===== src/rtl/class_arbiter_if.sv =====
// class_arbiter_if: FIFO read side and downstream output side of the class arbiter
interface class_arbiter_if #(
    parameter int DATA_SIZE = 10,
    parameter int MAIN_SIZE = 8
);
    logic [DATA_SIZE-1:0] fifo0_data;
    logic [DATA_SIZE-1:0] fifo1_data;
    logic                 fifo0_empty;
    logic                 fifo1_empty;
    logic                 down_pause;
    logic                 pop0;
    logic                 pop1;
    logic [DATA_SIZE-1:0] data_out;
    logic                 valid_out;
    logic                 class_out;
    logic [MAIN_SIZE-1:0] cnt0;
    logic [MAIN_SIZE-1:0] cnt1;

    modport master (
        input  fifo0_data, fifo1_data, fifo0_empty, fifo1_empty, down_pause,
        output pop0, pop1, data_out, valid_out, class_out, cnt0, cnt1
    );

    modport slave (
        output fifo0_data, fifo1_data, fifo0_empty, fifo1_empty, down_pause,
        input  pop0, pop1, data_out, valid_out, class_out, cnt0, cnt1
    );
endinterface


===== src/rtl/class_arbiter.sv =====
// class_arbiter: weighted round-robin drain of two class FIFOs into one tagged stream
module class_arbiter #(
    parameter int DATA_SIZE = 10,
    parameter int MAIN_SIZE = 8,
    parameter int WEIGHT0   = 4,
    parameter int WEIGHT1   = 1
) (
    input logic            clk,
    input logic            reset,
    class_arbiter_if.master bus
);
    localparam int MAXW = (WEIGHT0 > WEIGHT1) ? WEIGHT0 : WEIGHT1;
    localparam int BW   = $clog2(MAXW + 1);
    localparam logic [BW-1:0] LAST0 = BW'(WEIGHT0 - 1);
    localparam logic [BW-1:0] LAST1 = BW'(WEIGHT1 - 1);

    typedef enum logic [1:0] {IDLE, SERVE0, SERVE1} state_t;

    state_t               state, state_next;
    logic [BW-1:0]        burst, burst_next;
    logic                 pend0, pend1;
    logic [DATA_SIZE-1:0] word;

    // next-state, burst and pop strobes; a pause freezes everything
    always_comb begin
        state_next = state;
        burst_next = burst;
        bus.pop0   = 1'b0;
        bus.pop1   = 1'b0;
        if (!bus.down_pause) begin
            case (state)
                IDLE:   state_next = !bus.fifo0_empty ? SERVE0 : (!bus.fifo1_empty ? SERVE1 : IDLE);
                SERVE0: begin
                    if (bus.fifo0_empty) begin
                        burst_next = '0;
                        state_next = bus.fifo1_empty ? IDLE : SERVE1;
                    end else begin
                        bus.pop0   = 1'b1;
                        burst_next = (burst == LAST0) ? '0 : burst + 1'b1;
                        state_next = (burst == LAST0 && !bus.fifo1_empty) ? SERVE1 : SERVE0;
                    end
                end
                SERVE1: begin
                    if (bus.fifo1_empty) begin
                        burst_next = '0;
                        state_next = bus.fifo0_empty ? IDLE : SERVE0;
                    end else begin
                        bus.pop1   = 1'b1;
                        burst_next = (burst == LAST1) ? '0 : burst + 1'b1;
                        state_next = (burst == LAST1 && !bus.fifo0_empty) ? SERVE0 : SERVE1;
                    end
                end
                default: state_next = IDLE;
            endcase
        end
    end

    // arbitration state register
    always_ff @(posedge clk or negedge reset) begin
        if (!reset) begin
            state <= IDLE;
            burst <= '0;
        end else begin
            state <= state_next;
            burst <= burst_next;
        end
    end

    // select the FIFO whose read data arrives this cycle
    always_comb word = pend1 ? bus.fifo1_data : bus.fifo0_data;

    // pop -> pending -> captured output, plus per-class forwarded-word counters
    always_ff @(posedge clk or negedge reset) begin
        if (!reset) begin
            pend0         <= 1'b0;
            pend1         <= 1'b0;
            bus.data_out  <= '0;
            bus.valid_out <= 1'b0;
            bus.class_out <= 1'b0;
            bus.cnt0      <= '0;
            bus.cnt1      <= '0;
        end else begin
            pend0         <= bus.pop0;
            pend1         <= bus.pop1;
            bus.valid_out <= pend0 | pend1;
            if (pend0 | pend1) begin
                bus.data_out  <= word;
                bus.class_out <= pend1;
            end
            if (pend0) bus.cnt0 <= bus.cnt0 + MAIN_SIZE'(1);
            if (pend1) bus.cnt1 <= bus.cnt1 + MAIN_SIZE'(1);
        end
    end
endmodule


===== src/flat_wrapper.sv =====
// flat-port wrapper written by rule: the top's interface ports become plain ports
module class_arbiter_flat 
#(
    parameter int DATA_SIZE = 10,
    parameter int MAIN_SIZE = 8,
    parameter int WEIGHT0   = 4,
    parameter int WEIGHT1   = 1
)
  (clk, reset, bus_fifo0_data, bus_fifo1_data, bus_fifo0_empty, bus_fifo1_empty, bus_down_pause, bus_pop0, bus_pop1, bus_data_out, bus_valid_out, bus_class_out, bus_cnt0, bus_cnt1);
  class_arbiter_if #(.DATA_SIZE(DATA_SIZE), .MAIN_SIZE(MAIN_SIZE)) bus_i ();
  input logic clk;
  input logic reset;
  input wire logic [$bits(bus_i.fifo0_data)-1:0] bus_fifo0_data;
  input wire logic [$bits(bus_i.fifo1_data)-1:0] bus_fifo1_data;
  input wire logic [$bits(bus_i.fifo0_empty)-1:0] bus_fifo0_empty;
  input wire logic [$bits(bus_i.fifo1_empty)-1:0] bus_fifo1_empty;
  input wire logic [$bits(bus_i.down_pause)-1:0] bus_down_pause;
  output wire logic [$bits(bus_i.pop0)-1:0] bus_pop0;
  output wire logic [$bits(bus_i.pop1)-1:0] bus_pop1;
  output wire logic [$bits(bus_i.data_out)-1:0] bus_data_out;
  output wire logic [$bits(bus_i.valid_out)-1:0] bus_valid_out;
  output wire logic [$bits(bus_i.class_out)-1:0] bus_class_out;
  output wire logic [$bits(bus_i.cnt0)-1:0] bus_cnt0;
  output wire logic [$bits(bus_i.cnt1)-1:0] bus_cnt1;
  assign bus_i.fifo0_data = bus_fifo0_data;
  assign bus_i.fifo1_data = bus_fifo1_data;
  assign bus_i.fifo0_empty = bus_fifo0_empty;
  assign bus_i.fifo1_empty = bus_fifo1_empty;
  assign bus_i.down_pause = bus_down_pause;
  assign bus_pop0 = bus_i.pop0;
  assign bus_pop1 = bus_i.pop1;
  assign bus_data_out = bus_i.data_out;
  assign bus_valid_out = bus_i.valid_out;
  assign bus_class_out = bus_i.class_out;
  assign bus_cnt0 = bus_i.cnt0;
  assign bus_cnt1 = bus_i.cnt1;
  class_arbiter #(.DATA_SIZE(DATA_SIZE), .MAIN_SIZE(MAIN_SIZE), .WEIGHT0(WEIGHT0), .WEIGHT1(WEIGHT1)) u_core (.clk(clk), .reset(reset), .bus(bus_i));
endmodule

===== config.mk =====
export PLATFORM = sky130hd
export DESIGN_NAME = class_arbiter_flat
export DESIGN_NICKNAME = d
export VERILOG_FILES = /design/src/rtl/class_arbiter_if.sv /design/src/rtl/class_arbiter.sv /design/src/flat_wrapper.sv
export SDC_FILE = /design/constraint.sdc
export NUM_CORES = 1
export LEC_CHECK = 0
export BUFFER_PORTS_ARGS = -buffer_cell sky130_fd_sc_hd__buf_2
export CAP_MARGIN = 5
export CORE_UTILIZATION = 30
export CTS_BUF_LIST = sky130_fd_sc_hd__clkbuf_8
export CTS_CLUSTER_SIZE = 25
export DETAILED_ROUTE_END_ITERATION = 12
export GPL_TIMING_DRIVEN = 0
export SLEW_MARGIN = 10
export SYNTH_ARGS = -nofsm -noshare
export SYNTH_HDL_FRONTEND = slang
export SYNTH_SLANG_ARGS = --single-unit

===== constraint.sdc =====
create_clock -name clk -period 2.5 [get_ports clk]
set_input_delay 0.5 -clock clk [delete_from_list [all_inputs] [get_ports clk]]
set_output_delay 0.5 -clock clk [all_outputs]
set_load 0.01 [all_outputs]

==> out/metrics.cfg, run 1 <==
[run_status]
run_status = complete, no violations

[clocking]
cts_sinks = 35
cts_tree = yes
cts_buffers = 5
clockBufferDepth = 2
ctsHtreeMaxLevel = 2
cts_root_buf = clkbuf_8
holdBufCountCts = 0
clk_pin_slew_ns = 0.08
post_cts_buffers = 0
cts_resized = 0
insertion_delay_ns = 0.28

[drt]
drt_iter0_markers = 46
top_layer = met4
wl_met1_um = 1670
wl_met2_um = 1440
drtAntennaViolNets = 0
num_vias = 1288
routed_via_density = 4.49
drtPass1Iterations = 4
post-route-drc-count = 0
wl_um = 3330
wl_met3_um = 193
wl_per_cell_um = 11.6

[global_routing]
grt.total_usage = 0.120
grt_pass1_vias = 1165
overflow = 0
grt_pass1_wl_um = 5600
grt_max_degree = 36
antenna_found_initial = 0

[yosys]
syn_avg_cell_area_um2 = 11.0
syn-instance-count = 154
synth-seq-area-share = 0.515
synth-edff-count = 0
yosysUniqueCellTypes = 31
synth_ff_type = dfrtp_1
synth.net_count = 189
async_flop_share = 1.00
syn_area_um2 = 1700
ys_ff_latch = 35
ys_warn_count = 0

[timing]
slew_headroom = 0.493
rsz0062_at_grt = false
fin_crit_sh = 0.843
tightest_slew_ns = 0.761
hold_viol = 0
setup-tns-final_ns = 0
setup_viol = 0
holdWs_ns = 0.282
fin_worst_skew_ns = 0.00810
max_freq_ghz = 0.474
fin_crit_ns = 2.11
finalMaxSlewViolations = 0

[setup_path]
worstSetupEndpointType = output port
path_buf_inv = 2
critPathTopFamily = simple AND/OR/NAND/NOR gates
cp.required_ns = 2.00
cp-endpoint = bus_pop1
crit_fanout = 5
r2r-start = u_core.state[1]
rr_worst_depth = 5
worstPathCellList = inv_1, ha_1, nor2b_1, and2b_1, buf_2
setup.worst_path.start = u_core.state[0]
path_depth = 5
worstSetupPathType = reg -> out
start_kind = register
cp_data_arrival_time_ns = 1.61
r2r_setup_slack_ns = 1.10
r2r_end = u_core.state[1]
cp_slowest_cell = dfrtp_1
critical-path-max-stage-delay_ns = 0.41

[layout]
fin_nets = 249
diodes = 0
layout-drive-gt1-share = 0.326
fillers = 581
final_common_cell = buf_2
most-common-layout-cells = 53 x buf_2, 35 x dfrtp_1, 18 x nand2_1, 15 x o21ai_0
syn_to_final_growth_pct = 27.5
fin_cells = 287

[floorplan]
fp.coreArea_um2 = 5470
ios = 55
die-area_um2 = 5970
start_util = 0.310
die_x_um = 77.3
rows = 27
die_y_um = 77.3

[worst_hold_path]
hp-class = in -> async

[placed_design]
dp_hpwl_um = 2470
place_congestion = 0.721
portBuffers = 53
dpl.cell_count = 279

[pwr]
power_density_nw_per_um2 = 926
ir_drop_v = 0.000314
p_leak_nw = 1.08
power_w = 0.00201

[run]
cap_violations = 0

==> stage by stage <==
| step | area [um^2] | utilization | worst slack, ns |
|---|---|---|---|
| 2_1_floorplan | 1700 | - | 0.909 |
| 3_3_place_gp | 2050 | 0.375 | 0.701 |
| 3_5_place_dp | 2050 | 0.375 | 0.665 |
| 4_1_cts | 2170 | 0.396 | 0.358 |
| 5_1_grt | 2170 | 0.396 | 0.252 |
| 6_report | 2170 | 0.396 | 0.392 |
==> registers in the layout (all words and copies together) (netlist names) <==
register and count:
u_core.pend1 1, u_core.bus.cnt1 8, u_core.bus.class_out 1, u_core.bus.valid_out 1
u_core.state 2, u_core.bus.data_out 10, u_core.pend0 1, u_core.burst 3
u_core.bus.cnt0 8
==> worst min path at each step <==
stage	startpoint	slack [ns]	to	cells past startpoint
floorplan	reset	0.20	u_core.burst[0]	0
global placement	u_core.bus.cnt1[7]	0.45	u_core.bus.cnt1[7]	1
detailed placement	u_core.bus.cnt0[7]	0.46	u_core.bus.cnt0[7]	1
CTS	reset	0.31	u_core.bus.cnt1[7]	1
global route	reset	0.35	u_core.bus.cnt1[7]	1
finish	reset	0.28	u_core.bus.cnt1[0]	1
==> kinds of logic after synthesis <==
kind of cell | synth area share
AND/OR/NAND/NOR | 0.144
flip-flops | 0.515
AO/OA/AOI/OAI | 0.0781
XOR/XNOR | 0.0722
buffers and inverters | 0.0442
multiplexers | 0.0722
adder cells (fa/ha/maj) | 0.0736
==> Yosys cell counts (3+ instances only) <==
cell type | n | share of area
dfrtp_1 | 35 | 0.52
nand2_1 | 18 | 0.040
o21ai_0 | 15 | 0.044
ha_1 | 10 | 0.074
mux2i_1 | 10 | 0.059
inv_1 | 8 | 0.018
xnor2_1 | 8 | 0.041
xor2_1 | 6 | 0.031
nor2_1 | 5 | 0.011
nand4_1 | 4 | 0.015
nor3_1 | 4 | 0.012
a21oi_1 | 3 | 0.0088
nand2b_1 | 3 | 0.011
==> per-layer routing <==
metal | up-vias | global-route usage
met5 | - | 0
met3 | 2 | 0.0345
li1 | 642 | -
met1 | 604 | 0.170
met2 | 40 | 0.176
met4 | 0 | 0.0340
==> layout make-up <==
type / instances / area, um^2 / area share
repair buffers: 53 / 265 / 0.122
well taps: 72 / 90.1 / 0.0416
inverters: 8 / 30.0 / 0.0139
plain buffers: 6 / 45.0 / 0.0208
clock buffers: 5 / 68.8 / 0.0318
clock inverters: 3 / 43.8 / 0.0202
flip-flops and latches: 35 / 876 / 0.404
multi-input cells: 105 / 748 / 0.345
==> power breakdown <==
| group | internal (W) | switching [W] |
|---|---|---|
| clock network | 0.000297 | 0.000211 |
| registers | 0.000742 | 0.000160 |
| logic | 0.000289 | 0.000309 |
Note: power is estimated with default switching activity, not from simulation.
==> inputs of run 2 (changes only) <==
==> constraint.sdc (replaced) <==
create_clock -name clk -period 2 [get_ports clk]
set_input_delay 0.4 -clock clk [delete_from_list [all_inputs] [get_ports clk]]
set_output_delay 0.4 -clock clk [all_outputs]
set_load 0.01 [all_outputs]
==> run 2 against run 1 <==
Critical path type unchanged. Largest power group unchanged. Sequential power is 25% higher. Total power is 25% higher. Setup slack worse by 0.28 ns. Wire length is 0.51% higher. Clock skew is 0.0016 ns lower. Critical path depth stayed put.
==> out/metrics.cfg, run 2 (synthesized netlist as in run 1, its figures left out) <==
[run_status]
run_status = complete, no violations

[drt]
drtAntennaViolNets = 0  ; unchanged
post-route-drc-count = 0  ; unchanged
routed_via_density = 4.43  ; -1.2%
wl_um = 3350  ; +0.51%
num_vias = 1272  ; -1.2%
drtPass1Iterations = 4  ; unchanged
drt_iter0_markers = 47  ; +2.2%
wl_per_cell_um = 11.7  ; +0.51%

[global_routing]
grt_max_degree = 36  ; unchanged
grt_pass1_wl_um = 5600  ; unchanged
overflow = 0  ; unchanged
grt.total_usage = 0.120  ; unchanged
antenna_found_initial = 0  ; unchanged
grt_pass1_vias = 1165  ; unchanged

[placed_design]
dp_hpwl_um = 2470  ; unchanged
dpl.cell_count = 279  ; unchanged
dp_slack_ns = 0.265  ; -0.400 ns
portBuffers = 53  ; unchanged
place_congestion = 0.721  ; unchanged

[timing]
max_freq_ghz = 0.529
rsz0062_at_grt = false
fin_crit_sh = 0.944
setup-tns-final_ns = 0  ; unchanged
tightest_slew_ns = 0.761  ; +0.0000841 ns
fin_worst_skew_ns = 0.00650  ; -0.00160 ns
setup_viol = 0  ; unchanged
finalMaxSlewViolations = 0  ; unchanged
fin_crit_ns = 1.89
slew_headroom = 0.493  ; about the same
hold_viol = 0  ; unchanged
fin_ws_ns = 0.111  ; -0.281 ns

[clocking]
insertion_delay_ns = 0.28  ; about the same
cts_sinks = 35  ; unchanged
cts_tree = yes
ctsHtreeMaxLevel = 2  ; unchanged
cts_buffers = 5  ; unchanged
post_cts_buffers = 0  ; unchanged
clockBufferDepth = 2  ; unchanged
cts_root_buf = clkbuf_8
clk_pin_slew_ns = 0.08  ; about the same

[setup_path]
start_kind = register
cp.required_ns = 1.60  ; -0.40 ns
worstSetupPathType = reg -> out
r2r_setup_slack_ns = 0.61  ; -0.49 ns
rr_worst_depth = 5  ; unchanged
crit_fanout = 5  ; unchanged
cp_data_arrival_time_ns = 1.49  ; -0.12 ns
worstSetupEndpointType = output port
r2r_end = u_core.state[1]
r2r-start = u_core.state[1]

[layout]
final_common_cell = buf_2
syn_to_final_growth_pct = 28.0
fin_cells = 287  ; unchanged
largest-register = u_core.bus.data_out
layout-drive-gt1-share = 0.330  ; +0.00465
fillers = 580  ; -0.17%
diodes = 0  ; unchanged
most-common-layout-cells = 53 x buf_2, 35 x dfrtp_1, 18 x nand2_1, 15 x o21ai_0
fin_nets = 249  ; unchanged
top_regs = u_core.bus.data_out x10, u_core.bus.cnt0 x8, u_core.bus.cnt1 x8
largest_reg_flops = 10  ; unchanged
post-route-util = 0.397  ; +0.00137

[pwr]
ir_drop_v = 0.000396  ; +26%
power_density_nw_per_um2 = 1160  ; +25%
p_leak_nw = 1.08  ; +0.13%
power_w = 0.00252  ; +25%

[run]
cap_violations = 0  ; unchanged

[floorplan]
rows = 27  ; unchanged
die_x_um = 77.3  ; unchanged
die_y_um = 77.3  ; unchanged
fp.coreArea_um2 = 5470  ; unchanged
ios = 55  ; unchanged
start_util = 0.310  ; unchanged
die-area_um2 = 5970  ; unchanged

[worst_hold_path]
hp-class = in -> async

==> run 2: cell counts in the layout (fill, tap and decap cells not counted) <==
Identical to the previous run, type by type.
==> run 2: worst max path at each step <==
stage	from	end	cells after the start
final	u_core.state[0]	bus_pop1	5
after CTS	u_core.state[0]	bus_pop1	5
after global routing	u_core.state[0]	bus_pop1	5
after detailed placement	u_core.state[0]	bus_pop1	5
after floorplan	u_core.state[0]	bus_pop1	4
after global placement	u_core.state[0]	bus_pop1	5
==> run 2: power breakdown <==
part           total, W  internal (W)  leakage, nW  switching (W)
Combinational  0.000752      0.000364        0.566       0.000389
Sequential      0.00113      0.000927        0.453       0.000200
Clock          0.000637      0.000371       0.0581       0.000266
==> run 2: final cells by class <==
| class | instances | area, um^2 | area share |
|---|---|---|---|
| multi-input combinational | 105 | 756 | 0.348 |
| buffer | 6 | 45.0 | 0.0207 |
| timing repair buffer | 53 | 265 | 0.122 |
| clock buffer | 5 | 68.8 | 0.0316 |
| sequential | 35 | 876 | 0.403 |
| clock inverter | 3 | 43.8 | 0.0201 |
| tap | 72 | 90.1 | 0.0414 |
| inverter | 8 | 30.0 | 0.0138 |
==> run 2: through the flow <==
stage	hold slack (ns)	instance area [um^2]
floorplan	0.104	1700
global placement	0.451	2050
detailed placement	0.463	2050
CTS	0.212	2170
global route	0.252	2170
finish	0.182	2170
==> run 2: metal layers <==
layer  routed length [um]  vias to the layer above  track usage
li1                     -                      639            -
met1                 1700                      599        0.170
met2                 1450                       32        0.176
met3                  174                        2       0.0345
met4                   25                        0       0.0340
met5                    0                        -            0
==> run 2: critical path, cell delays in order (launching register included) <==
cell	delay [ns]
dfrtp_1	0.41
inv_1	0.09
ha_1	0.21
nor2b_4	0.21
and2b_1	0.15
buf_2	0.13
==> run 2: repair_timing <==
action,4_1_cts,5_1_grt
hold buffers,0,0
gates resized for setup,1,1
setup endpoints to repair,1,1
